**config.mk**
```make
export PLATFORM = sky130hd
export DESIGN_NAME = pong_score
export DESIGN_NICKNAME = d
export VERILOG_FILES = /design/src/rtl/pong_score.sv
export SDC_FILE = /design/constraint.sdc
export NUM_CORES = 1
export LEC_CHECK = 0
export BUFFER_PORTS_ARGS = -buffer_cell sky130_fd_sc_hd__buf_2
export CAP_MARGIN = 25
export CORE_ASPECT_RATIO = 0.9
export CORE_UTILIZATION = 50
export CTS_BUF_LIST = sky130_fd_sc_hd__clkbuf_8
export CTS_CLUSTER_SIZE = 24
export DETAILED_ROUTE_END_ITERATION = 6
export PLACE_DENSITY_LB_ADDON = 0.05
export SLEW_MARGIN = 0
export SYNTH_ARGS = -nofsm -noshare
export SYNTH_HDL_FRONTEND = slang
export SYNTH_SLANG_ARGS = --single-unit
export TNS_END_PERCENT = 5
```
**constraint.sdc**
```tcl
create_clock -name clk -period 2.17 [get_ports clk]
set_input_delay 0.434 -clock clk [delete_from_list [all_inputs] [get_ports clk]]
set_output_delay 0.434 -clock clk [all_outputs]
set_load 0.005 [all_outputs]
```
**src/rtl/pong_score.sv**
```systemverilog
// Pong scorekeeper: turns miss levels into single-point events, keeps two BCD
// scores and sequences serve / play / game-over.
module pong_score #(
    parameter int WIN_SCORE    = 7,
    parameter int SERVE_CYCLES = 50_000_000,
    parameter int CNT_W        = 26
) (
    input  logic       clk,
    input  logic       reset,
    input  logic       start,
    input  logic       miss1,
    input  logic       miss2,
    output logic [7:0] score1,
    output logic [7:0] score2,
    output logic [1:0] scored,
    output logic       game_over,
    output logic [1:0] winner,
    output logic       ball_hold,
    output logic [1:0] state
);

    typedef enum logic [1:0] {
        IDLE  = 2'b00,
        PLAY  = 2'b01,
        POINT = 2'b10,
        OVER  = 2'b11
    } state_t;

    localparam logic [7:0]       WIN_BCD  = {4'(WIN_SCORE / 10), 4'(WIN_SCORE % 10)};
    localparam logic [CNT_W-1:0] SERVE_LD = CNT_W'(SERVE_CYCLES - 1);

    state_t           fsm, fsm_next;
    logic             miss1_d, miss2_d;
    logic [CNT_W-1:0] cnt, cnt_next;
    logic [7:0]       score1_next, score2_next;
    logic [1:0]       scored_next, winner_next;
    logic             p1_point, p2_point;
    logic [7:0]       score1_inc, score2_inc;

    function automatic logic [7:0] bcd_inc(input logic [7:0] v);
        if (v == 8'h99)
            return v;
        else if (v[3:0] == 4'd9)
            return {v[7:4] + 4'd1, 4'd0};
        else
            return {v[7:4], v[3:0] + 4'd1};
    endfunction

    // A miss from player 1 scores for player 2 and vice versa; simultaneous rises cancel.
    assign p1_point   = (miss2 & ~miss2_d) & ~(miss1 & ~miss1_d);
    assign p2_point   = (miss1 & ~miss1_d) & ~(miss2 & ~miss2_d);
    assign score1_inc = bcd_inc(score1);
    assign score2_inc = bcd_inc(score2);

    always_comb begin
        fsm_next    = fsm;
        cnt_next    = cnt;
        score1_next = score1;
        score2_next = score2;
        scored_next = 2'b00;
        winner_next = winner;
        case (fsm)
            IDLE: begin
                score1_next = '0;
                score2_next = '0;
                if (start) fsm_next = PLAY;
            end
            PLAY: begin
                if (p1_point) begin
                    score1_next = score1_inc;
                    scored_next = 2'b10;
                    if (score1_inc == WIN_BCD) begin
                        fsm_next    = OVER;
                        winner_next = 2'b01;
                    end else begin
                        fsm_next = POINT;
                        cnt_next = SERVE_LD;
                    end
                end else if (p2_point) begin
                    score2_next = score2_inc;
                    scored_next = 2'b01;
                    if (score2_inc == WIN_BCD) begin
                        fsm_next    = OVER;
                        winner_next = 2'b10;
                    end else begin
                        fsm_next = POINT;
                        cnt_next = SERVE_LD;
                    end
                end
            end
            POINT: begin
                if (cnt == '0) fsm_next = PLAY;
                else           cnt_next = cnt - CNT_W'(1);
            end
            OVER: begin
                if (start) begin
                    score1_next = '0;
                    score2_next = '0;
                    winner_next = 2'b00;
                    fsm_next    = PLAY;
                end
            end
            default: fsm_next = IDLE;
        endcase
    end

    always_ff @(posedge clk or negedge reset) begin
        if (!reset) begin
            fsm       <= IDLE;
            cnt       <= '0;
            score1    <= '0;
            score2    <= '0;
            scored    <= '0;
            winner    <= '0;
            ball_hold <= 1'b1;
            miss1_d   <= 1'b0;
            miss2_d   <= 1'b0;
        end else begin
            fsm       <= fsm_next;
            cnt       <= cnt_next;
            score1    <= score1_next;
            score2    <= score2_next;
            scored    <= scored_next;
            winner    <= winner_next;
            ball_hold <= (fsm_next != PLAY);
            miss1_d   <= miss1;
            miss2_d   <= miss2;
        end
    end

    assign state     = fsm;
    assign game_over = (fsm == OVER);

endmodule

```
==> metrics.md <==
| Metric | Value |
|---|---|
| Status | completed |
| Pre-CTS WS | -0.1597 ns |
| Starting Density | a little over half |
| Cts bufs inserted | 5 |
| Cts-stage hold buffer count | 0 |
| Yosys Warn Count | 0 |
| Final RePlAce weighted congestion | 0.8130 |
| Drt initial violations | between 200 and 300 |
| Number of global-route vias before repair | 2729 |
| All-Layer GR Usage | about a quarter |
| Number of remaining DRC errors | 0 |
| Fin. Hold Viols | 0 |
| Worst setup EP type | flip-flop |
| Share of cells above drive strength 1 | approximately 29% |
| DPL Wire Length | about 5.5 mm |
| Clock Sinks | 51 |
| Antenna viol nets, final | 0 |
| Routed vias | 2915 |
| CTS tree | yes |
| Syn Inst Count | 340 |
| Post-Route Hold Slack | between 0.2 and 0.25 ns |
| Die area | 6585 sq um |
| Number of top-level pins | 29 |
| Via-to-Cell Ratio | 6.060 |
| Fin worst setup slack | between 0.05 and 0.06 ns |
| Layout area overhead | 23.41% |
| Leakage power | around 1.6 nW |
| Max-slew violation count | 0 |
| Pwr/cell area | approximately 940 nW/um^2 |
| Synth async-reset ratio | 100.0% |
| Root buffer cell | clkbuf_8 |
| Hold WC Path Type | input port to asynchronous set/reset pin |
| Ant diodes | 0 |
| Post-Syn Area | around 3100 sq um |
| Max Cap Violations | 0 |
| Rows | 26 |
| Die Wd | between 80 and 90 um |
| Critical-path maximum fanout | 7 |
| Seq/Total Area, Yosys | ~41% |
| Drt pass-1 iters | 4 |
| Setup violations, final | 0 |
| DR WL/cell | roughly 16 um |
| Clk pin slew, worst setup/hold paths | roughly 0.11 ns |
| Synth Flop Type | dfrtp_1 |
| Worst-margin pin slew | 0.6354 ns |
| Worst-Skew Late Latency | around 0.31 ns |
| Slowest-stage cell, CP | dfrtp_1 |
| Syn Nets | ~360 |
| First-pass GRT wire length | between 10 and 15 mm |
| H-tree depth | 2 |
| Final nets | around 430 |
| Fmax | 0.4734 GHz |
| Fin crit share | 97.35% |
| Critical Path AT | about 2.3 ns |
| Distinct cells, synth | between 60 and 70 |
| I/O Buffers | 28 |
| Final global-route overflow total | 0 |
| Final Critical Period | 2.112 ns |
| Slew margin rel. | between 50 and 60% |
| WL final | between 7 and 8 mm |
| Syn avg cell area | between 9 and 10 sq um |
| Setup Crit Path Kind | flip-flop to flip-flop |
| Clock Tree Buf Depth | 2 |
| Antenna violations before repair | 0 |
| Peak supply drop | about 0.58 mV |
| Setup Skew | approximately 0.018 ns |
| Slowest Stage Delay on Critical Path | around 0.42 ns |
| Critical path startpoint category | flip-flop |
| Worst path required time | between 2 and 2.5 ns |
| Die height | between 70 and 80 um |
| Post-synth EDFFs | 0 |
| Flops & latches, synth | between 50 and 60 |
| Pin count of the biggest net entering global routing | 52 |
| Crit-path cells | nor2b_4 > inv_1 > ha_2 > nor4_2 > nand4b_1 > buf_4 > o221a_2 > and3_1 > nor3_1 |
| RSZ-0062 raised after global routing | true |
| Core Region | between 5000 and 6000 sq um |
-- critical path: cells and delay by family (launching register included) --
family / cells / cell delay [ns]
DFF: 1 / 0.42
buffers and inverters: 2 / 0.24
AOI/OAI and AO/OA: 1 / 0.34
and+or+nand+nor: 5 / 0.86
adders and majority gates: 1 / 0.17
-- cell usage in the layout, fill, tap and decap left out, types with 3 or more instances in the layout --
master / instances
buf_2: 28
o21a_1: 7
o21ai_0: 17
o311ai_0: 3
a311oi_1: 4
clkbuf_8: 6
a31oi_1: 5
buf_4: 50
nand4_1: 6
nand2_1: 22
o31ai_1: 17
nor3b_1: 4
nand3_1: 15
nand3b_1: 5
inv_1: 18
a21o_1: 5
o22ai_1: 5
a211o_1: 5
a21oi_1: 19
or2_2: 3
a211oi_1: 3
nor3_1: 9
nor2_1: 20
ha_1: 9
dfrtp_1: 49
or3_1: 5
o21ai_1: 3
nand2b_1: 7
-- report_power, final --
group | internal [mW] | switching (mW) | leakage, nW | total [mW]
logic | 0.707 | 0.894 | 0.981 | 1.60
clock network | 0.380 | 0.340 | 0.0618 | 0.720
registers | 1.13 | 0.178 | 0.602 | 1.31
total | 2.22 | 1.41 | 1.64 | 3.63
-- logic make-up (layout without fill, tap and decap cells) --
| kind of cell | count (synthesis) | in the layout | share of synthesized area (%) |
|---|---|---|---|
| AO/OA/AOI/OAI | 117 | 117 | 26.29 |
| adder cells (fa/ha/maj) | 11 | 11 | 4.395 |
| buffers and inverters | 33 | 104 | 4.195 |
| flip-flops | 51 | 51 | 40.79 |
| multiplexers | 4 | 4 | 1.358 |
| AND/OR/NAND/NOR | 124 | 124 | 22.97 |
-- stage by stage --
step	TNS (ns)	utilization, %	instances	power [mW]	instance area [sq um]
5_1_grt	-0.1903	66.00	481	3.898	3865
3_5_place_dp	-2.235	62.71	471	2.866	3672
2_1_floorplan	-0.2000	-	340	2.276	3161
3_3_place_gp	-1.187	62.71	471	2.830	3672
6_report	0	66.00	481	3.633	3865
4_1_cts	-0.02584	64.79	479	3.590	3794
-- routing by layer --
metal	part of all wire [%]	global-route usage [%]	wire length [um]	vias to the layer above
li1	-	-	-	1424
met2	46	36.32	3504	41
met1	51	36.15	3850	1443
met3	2.6	3.875	195	7
met4	0.78	6.500	59	0
met5	0	0	0	-
-- cell usage after synthesis (3+ instances only) --
| cell | n | area (sq um) |
|---|---|---|
| nand4_1 | 6 | 37.54 |
| a21oi_1 | 20 | 100.1 |
| a211oi_1 | 3 | 22.52 |
| o31ai_1 | 18 | 135.1 |
| nor2_1 | 22 | 82.58 |
| a31oi_1 | 5 | 31.28 |
| nand3_1 | 15 | 75.07 |
| a211o_1 | 5 | 43.79 |
| or3_1 | 5 | 31.28 |
| nand2b_1 | 7 | 43.79 |
| nand3b_1 | 5 | 37.54 |
| o21a_1 | 7 | 52.55 |
| buf_2 | 3 | 15.01 |
| o21ai_0 | 18 | 90.09 |
| o311ai_0 | 3 | 26.28 |
| o22ai_1 | 5 | 31.28 |
| ha_1 | 11 | 137.6 |
| nor3_1 | 9 | 45.04 |
| a311oi_1 | 4 | 35.03 |
| inv_1 | 18 | 67.56 |
| dfrtp_1 | 50 | 1251 |
| nor3b_1 | 4 | 30.03 |
| nor4_1 | 4 | 25.02 |
| a21o_1 | 5 | 37.54 |
| clkbuf_1 | 11 | 41.29 |
| or2_2 | 3 | 18.77 |
| nand2_1 | 22 | 82.58 |
-- registers in the layout (all words and copies together) (netlist names), 2 cells and up --
name and count:
scored 2, cnt 26, score1 8, state 2, score2 8, winner 2
-- timing repair --
action                     in CTS  in global routing
resized for setup               0                 13
setup buffers                   0                  2
setup endpoints to repair       2                 24
pin swaps                       0                  5
-- layout make-up --
cell class,count,area (sq um)
clock buffers,6,82.58
clock inverters,2,38.79
fillers,504,1991
flip-flops and latches,51,1279
well taps,70,87.58
inverters,18,67.56
multi-input cells,256,1794
repair buffers,78,515.5
-- path summary, 6_finish.rpt --
check	from	end	slack [ns]	cells past startpoint
worst min-delay path	reset	cnt[15]	0.22	2
worst min register to register	cnt[24]	cnt[24]	0.52	1
worst max-delay path	miss1_d	cnt[2]	0.06	9
max in group asynchronous	reset	cnt[17]	1.50	2
worst max register to register	miss1_d	cnt[2]	0.06	9
min in group clk	miss2	miss2_d	0.24	1
No activity file was read; power rests on OpenSTA's default activity.
